**src/rtl/mvu_pe_acc_if.sv**
```systemverilog
// Stream bundle between the SIMD multiplier lanes, the accumulation stage and
// the downstream consumer of dot-product results.
//
// Handshake: a transfer occurs on a rising aclk edge where valid and ready are
// both high. A producer holding valid keeps its payload stable until the
// transfer. Ready may depend combinationally on the consumer's state, never on
// the producer's valid.
interface mvu_pe_acc_if #(
   parameter int SIMD  = 4,
   parameter int TDstI = 8,
   parameter int TA    = 16
);
   logic                    in_v;
   logic                    in_rdy;
   logic [SIMD*TDstI-1:0]   in_prod;
   logic                    out_v;
   logic                    out_rdy;
   logic [TA-1:0]           out_acc;

   // Upstream product source / downstream result sink side
   modport master (
      output in_v, in_prod, out_rdy,
      input  in_rdy, out_v, out_acc
   );

   // Accumulation stage side
   modport slave (
      input  in_v, in_prod, out_rdy,
      output in_rdy, out_v, out_acc
   );
endinterface

```
**src/rtl/mvu_pe_acc.sv**
```systemverilog
// Per-PE accumulation stage: reduces each beat of SIMD products with an adder
// tree, accumulates SF fold beats and emits one result per output neuron.
// A held (unaccepted) result freezes the whole two-stage pipeline.
module mvu_pe_acc #(
   parameter int SIMD   = 4,
   parameter int TDstI  = 8,
   parameter int TA     = 16,
   parameter int SF     = 3,
   parameter int OP_SGN = 0
) (
   input  logic          aclk,
   input  logic          rst,
   mvu_pe_acc_if.slave   bus
);
   localparam int CW = (SF > 1) ? $clog2(SF) : 1;

   logic          en;
   logic          accept;
   logic [TA-1:0] lane_sum;
   logic          s1_v;
   logic [TA-1:0] s1_sum;
   logic [TA-1:0] acc;
   logic [TA-1:0] sum_next;
   logic [CW-1:0] sf_cnt;
   logic          last_beat;
   logic          out_v_q;
   logic [TA-1:0] out_acc_q;

   assign en         = !(out_v_q && !bus.out_rdy);
   assign accept     = bus.in_v && en;
   assign last_beat  = (sf_cnt == CW'(SF - 1));
   assign bus.in_rdy = en;
   assign bus.out_v  = out_v_q;
   assign bus.out_acc = out_acc_q;

   // Adder tree over the lanes, each lane widened to TA according to product signedness
   always_comb begin
      lane_sum = '0;
      for (int i = 0; i < SIMD; i++) begin
         if (OP_SGN == 0)
            lane_sum = lane_sum + TA'(bus.in_prod[i*TDstI +: TDstI]);
         else
            lane_sum = lane_sum + TA'($signed(bus.in_prod[i*TDstI +: TDstI]));
      end
   end

   // Running sum: the first fold beat restarts the accumulator
   always_comb begin
      sum_next = (sf_cnt == '0) ? s1_sum : acc + s1_sum;
   end

   // Stage 1: register the beat's lane sum
   always_ff @(posedge aclk) begin
      if (rst) begin
         s1_v   <= 1'b0;
         s1_sum <= '0;
      end else if (en) begin
         s1_v <= accept;
         if (accept)
            s1_sum <= lane_sum;
      end
   end

   // Stage 2: fold accumulation and result register; a new final sum overrides a drain
   always_ff @(posedge aclk) begin
      if (rst) begin
         acc       <= '0;
         sf_cnt    <= '0;
         out_v_q   <= 1'b0;
         out_acc_q <= '0;
      end else begin
         if (out_v_q && bus.out_rdy)
            out_v_q <= 1'b0;
         if (en && s1_v) begin
            acc <= sum_next;
            if (last_beat) begin
               out_acc_q <= sum_next;
               out_v_q   <= 1'b1;
               sf_cnt    <= '0;
            end else begin
               sf_cnt <= sf_cnt + CW'(1);
            end
         end
      end
   end
endmodule

```
**src/flat_wrapper.sv**
```systemverilog
// flat-port wrapper written by rule: the top's interface ports become plain ports
module mvu_pe_acc_flat 
#(
   parameter int SIMD   = 4,
   parameter int TDstI  = 8,
   parameter int TA     = 16,
   parameter int SF     = 3,
   parameter int OP_SGN = 0
)
  (aclk, rst, bus_in_v, bus_in_prod, bus_out_rdy, bus_in_rdy, bus_out_v, bus_out_acc);
  mvu_pe_acc_if #(.SIMD(SIMD), .TDstI(TDstI), .TA(TA)) bus_i ();
  input  logic aclk;
  input  logic rst;
  input wire logic [$bits(bus_i.in_v)-1:0] bus_in_v;
  input wire logic [$bits(bus_i.in_prod)-1:0] bus_in_prod;
  input wire logic [$bits(bus_i.out_rdy)-1:0] bus_out_rdy;
  output wire logic [$bits(bus_i.in_rdy)-1:0] bus_in_rdy;
  output wire logic [$bits(bus_i.out_v)-1:0] bus_out_v;
  output wire logic [$bits(bus_i.out_acc)-1:0] bus_out_acc;
  assign bus_i.in_v = bus_in_v;
  assign bus_i.in_prod = bus_in_prod;
  assign bus_i.out_rdy = bus_out_rdy;
  assign bus_in_rdy = bus_i.in_rdy;
  assign bus_out_v = bus_i.out_v;
  assign bus_out_acc = bus_i.out_acc;
  mvu_pe_acc #(.SIMD(SIMD), .TDstI(TDstI), .TA(TA), .SF(SF), .OP_SGN(OP_SGN)) u_core (.aclk(aclk), .rst(rst), .bus(bus_i));
endmodule
```
**config.mk**
```make
export PLATFORM = sky130hd
export DESIGN_NAME = mvu_pe_acc_flat
export DESIGN_NICKNAME = d
export VERILOG_FILES = /design/src/rtl/mvu_pe_acc_if.sv /design/src/rtl/mvu_pe_acc.sv /design/src/flat_wrapper.sv
export SDC_FILE = /design/constraint.sdc
export NUM_CORES = 1
export LEC_CHECK = 0
export BUFFER_PORTS_ARGS = -buffer_cell sky130_fd_sc_hd__buf_2
export CAP_MARGIN = 25
export CELL_PAD_IN_SITES_DETAIL_PLACEMENT = 0
export CELL_PAD_IN_SITES_GLOBAL_PLACEMENT = 1
export CORE_MARGIN = 4
export CORE_UTILIZATION = 38
export CTS_CLUSTER_DIAMETER = 30
export DETAILED_ROUTE_END_ITERATION = 7
export PLACE_DENSITY_LB_ADDON = 0.1
export SLEW_MARGIN = 20
export SYNTH_ARGS = -nofsm -noshare
export SYNTH_HDL_FRONTEND = slang
export SYNTH_SLANG_ARGS = --single-unit
```
**constraint.sdc**
```tcl
create_clock -name aclk -period 3.3 [get_ports aclk]
set_input_delay 0.495 -clock aclk [delete_from_list [all_inputs] [get_ports aclk]]
set_output_delay 0.495 -clock aclk [all_outputs]
set_load 0.02 [all_outputs]
```
# After elaboration in Yosys (flattened, before gate mapping)
# Index checks and enable logic that the tools add are counted.
totals:
  input_bits: 36
  regBits: 52
op_classes:
  mux: 5
  eq_ne: 1
  bitwise: 1
  add_sub_neg: 5
  n_reduce_logical: 9
ops:
  columns: ["op", "n"]
  rows:
  - ["adder 16 x 8 -> 16 bit", 2]
  - ["adder 16 bit", 1]
  - ["two-way mux 16 bit", 1]
  - ["adder 8 x 8 -> 9 bit", 1]
  - ["logical AND 1 bit", 4]
  - ["AND reduction 2 bit", 2]
  - ["two-way mux 1 bit", 3]
  - ["adder 2 x 1 -> 2 bit, second input constant", 1]
  - ["== test 2 bit, second input constant", 1]
  - ["zero test 1 bit", 2]
  - ["zero test 2 bit", 1]
  - ["two-way mux 2 bit", 1]
  - ["inverter 1 bit", 1]

# Longest topological paths before layout
logic_depth:
  depth_word: 5
  ltp_mapped: 16
  ltp_nobuf: 16

# Least setup slack after synthesis
# No wires, ideal clock.
synth_path:
  path_kind: "input -> register"
  startpoint: "input bus_in_prod[0]"
  endpoint: "register u_core.s1_sum[8]"
  arrival_time_ns: 3.496
  slack_ns: -0.281
  path_buffers: 0
  cell_stages: 16
  required_ns: 3.214
  cell_sequence: "ha_1 -> fa_1 -> a21o_1 -> a21oi_1 -> nor2b_1 -> o21a_1 -> o21ai_0 -> o21ai_0 -> fa_1 -> inv_1 -> ha_1 -> o21a_1 -> nor2_1 -> a21oi_1 -> xnor2_1 -> a211oi_1"
synth_between:
  elab_chain_len: 3
synth_rtl:
  columns: ["item", "line", "rtl"]
  rows:
  - ["start, declared", "flat_wrapper.sv:15", "input wire logic [$bits(bus_i.in_prod)-1:0] bus_in_prod;"]
  - ["adder 8 x 8 -> 9 bit", "mvu_pe_acc.sv:41", "lane_sum = lane_sum + TA'(bus.in_prod[i*TDstI +: TDstI]);"]
  - ["adder 16 x 8 -> 16 bit (2 in a row)", "mvu_pe_acc.sv:41", null]
  - ["end signal, assigned", "mvu_pe_acc.sv:60", "s1_sum <= lane_sum;"]
  - ["end, declared", "mvu_pe_acc.sv:21", "logic [TA-1:0] s1_sum;"]
# Every way passes these cells.
# A chain may end at the register's enable or synchronous reset.

# Worst setup path after layout
# Same ends and word-level chain as after synthesis.

==> reports/results.ini <==
[route]
routed-via-count = 2699
drc = 0
dr.pass1.iters = 4
routed_via_density = 4.971
wire_per_inst_um = 12.08
wirelength_um = 6562
drt-initial-drc-count = 34
antenna_left = 0

[finish]
area_growth_pct = 18.97
fillers = 810
final_layout_size_suffix_gt1_share_pct = 23.81
antenna_cells = 0
fin_nets = 514

[clock_network]
clk_pin_slew_ns = 0.08
cts_hold_buf = 0
clock_sinks = 46
cts_tree = yes
root_buffer = clkbuf_8
cts_buffers = 5
htreeDepth = 2
cts.path.max_buffers = 2
clock_latency_ns = 0.30

[logic_synthesis]
async_flop_share_pct = 0
synth_commonest_cells = dfxtp_1, nor2_1, a21oi_1
syn_inst = 378
synth_edf_count = 0
synth_top_cell_by_area = dfxtp_1
ys.flop_type = dfxtp_1
yosysWarnings = 0
syn_area_mm2 = 0.003146
ys_seq_elements = 46
yosys.cell_count.top_type = dfxtp_1
avgSynthCellArea_um2 = 8.321
yosysTopAreaCellShare_pct = 29.28
seq_area_frac_synth_pct = 29.28
syn_nets = 451
synth.distinct_cells = 45
synth.area.top_cells = dfxtp_1, ha_1, fa_1

[floorplan]
io_pins = 54
chipHeight_um = 98.98
core-area_mm2 = 0.007888
die_w_um = 98.98
initial_core_util_pct = 39.88
rows = 32
die_area_mm2 = 0.009797

[setup_path]
cp_slowest_cell = fa_1
end_kind = flip-flop
path_class = in -> reg
max_stage_delay_ns = 0.50
cp.arrival_ns = 3.36
crit_chain = buf_2 -> ha_4 -> fa_2 -> a21o_1 -> a21oi_2 -> nor2b_1 -> o21a_1 -> o21ai_2 -> o21ai_2 -> fa_1 -> inv_2 -> ha_4 -> o21a_1 -> nor2_2 -> a21oi_2 -> xnor2_1 -> a211oi_2
critical-path-top-delay-family = adder cells
critPathLaunchType = input port
critical_path_required_ns = 3.53
path_max_fanout = 2
critPathBufInv = 2

[global_routing]
antenna_found_initial = 0
grt_overflow_total = 0
grt_first_pass_wirelength_um = 11320
grt_util_all_layers_pct = 13.91
grt_max_degree = 45
grt_pass1_vias = 2498

[sta]
post-route-period-util_pct = 94.98
maxSlewViolCount = 0
finalSetupViolations = 0
clock_skew_ns = 0.004411
finalHoldViolations = 0
holdWs_ns = 0.4565
period_needed_ns = 3.134
tns_ns = 0
fmax_mhz = 319.0
worst_pin_slew_ns = 0.8192
max-slew-margin-rel_pct = 45.39

[job]
cap_violations = 0

[worst_hold_path]
hp-class = reg -> reg

[power_and_ir_drop]
leakage_nw = 1.596
ir_drop_uv = 146.8
p_per_area_mw_per_mm2 = 437.0

[placed_design]
post-dp-hpwl_um = 5159
routabilityCongestion = 0.7331
port_buffers = 53

[outcome]
status = complete, no violations

[cells by family after synthesis]
group,after synthesis,synth area share (%)
muxes,3,0.9547
adders and majority gates,37,17.34
AOI/OAI and AO/OA,103,21.64
xor gates and xnor gates,21,5.847
and+or+nand+nor,124,19.25
buffers and inverters,44,5.688
DFF,46,29.28
[final cells by class]
cell class	instances	area (um^2)	area share (%)
clock buffers	5	68.82	1.839
clock inverters	2	10.01	0.2675
well taps	102	127.6	3.410
repair buffers	70	392.9	10.50
flip-flops and latches	46	920.9	24.61
multi-input cells	288	2110	56.37
inverters	30	112.6	3.009
[worst paths after layout]
| check | slack (ns) | from | to | cells past startpoint |
|---|---|---|---|---|
| max | 0.17 | bus_in_prod[0] | u_core.s1_sum[8]$_SDFFE_PP0P_ | 17 |
| max reg2reg | 1.01 | u_core.s1_sum[0]$_SDFFE_PP0P_ | u_core.acc[14]$_SDFFE_PP0P_ | 9 |
| min reg2reg | 0.46 | u_core.bus.out_acc[7]$_SDFFE_PP0P_ | u_core.bus.out_acc[7]$_SDFFE_PP0P_ | 2 |
| min | 0.46 | u_core.bus.out_acc[7]$_SDFFE_PP0P_ | u_core.bus.out_acc[7]$_SDFFE_PP0P_ | 2 |
[cells in the final DEF, fill, tap and decap left out, types with 17 or more instances in the layout]
master	netlist	final
inv_1	30	29
a211oi_1	26	25
nor2_1	40	39
a21oi_1	36	33
buf_2	5	53
nand2_1	32	32
ha_1	26	24
dfxtp_1	46	46
buf_4	2	17
[metrics by stage]
| step | area [um^2] | setup WS (ns) | std cells | util, % | power (mW) |
|---|---|---|---|---|---|
| floorplan | 3177 | 0.0004130 | 378 | - | 1.108 |
| global placement | 3623 | -0.2237 | 535 | 45.94 | 1.292 |
| detailed placement | 3623 | -0.2935 | 535 | 45.94 | 1.300 |
| CTS | 3702 | 0.02255 | 542 | 46.94 | 1.635 |
| global route | 3742 | -0.02322 | 543 | 47.45 | 1.780 |
| finish | 3742 | 0.1656 | 543 | 47.45 | 1.635 |
[worst register-to-register path, delay by kind of cell, from the launching register on]
family                   cells  cell delay, ns
AO/OA/AOI/OAI                3            0.49
adder cells (fa/ha/maj)      2            0.57
buffers and inverters        1            0.05
flip-flops                   1            0.37
AND/OR/NAND/NOR              3            0.76
[registers in the layout (all words and copies together), names as in the netlist]
signal	cells
u_core.acc	16
u_core.bus.out_v	1
u_core.s1_sum	10
u_core.sf_cnt	2
u_core.bus.out_acc	16
u_core.s1_v	1
[where the power goes]
| group | switching (mW) | internal [mW] | total, mW |
|---|---|---|---|
| combinational | 0.350 | 0.330 | 0.679 |
| clock | 0.187 | 0.142 | 0.330 |
| sequential | 0.0325 | 0.594 | 0.626 |
| total | 0.570 | 1.07 | 1.64 |
[metal layers]
metal  vias up  global-route usage (%)  part of all wire [%]  routed length (um)
li1       1431                       -                     -                   -
met1      1210                   17.69                    48                3150
met2        52                   23.97                    46                3041
met3         6                   2.265                   4.3                 281
met4         0                   4.412                   1.3                  88
met5         -                       0                     0                   0
[repair_timing]
action	in CTS	in global routing
setup endpoints to repair	0	3
gates resized for setup	0	10
setup buffers	0	1
(Power assumes the default switching activity.)
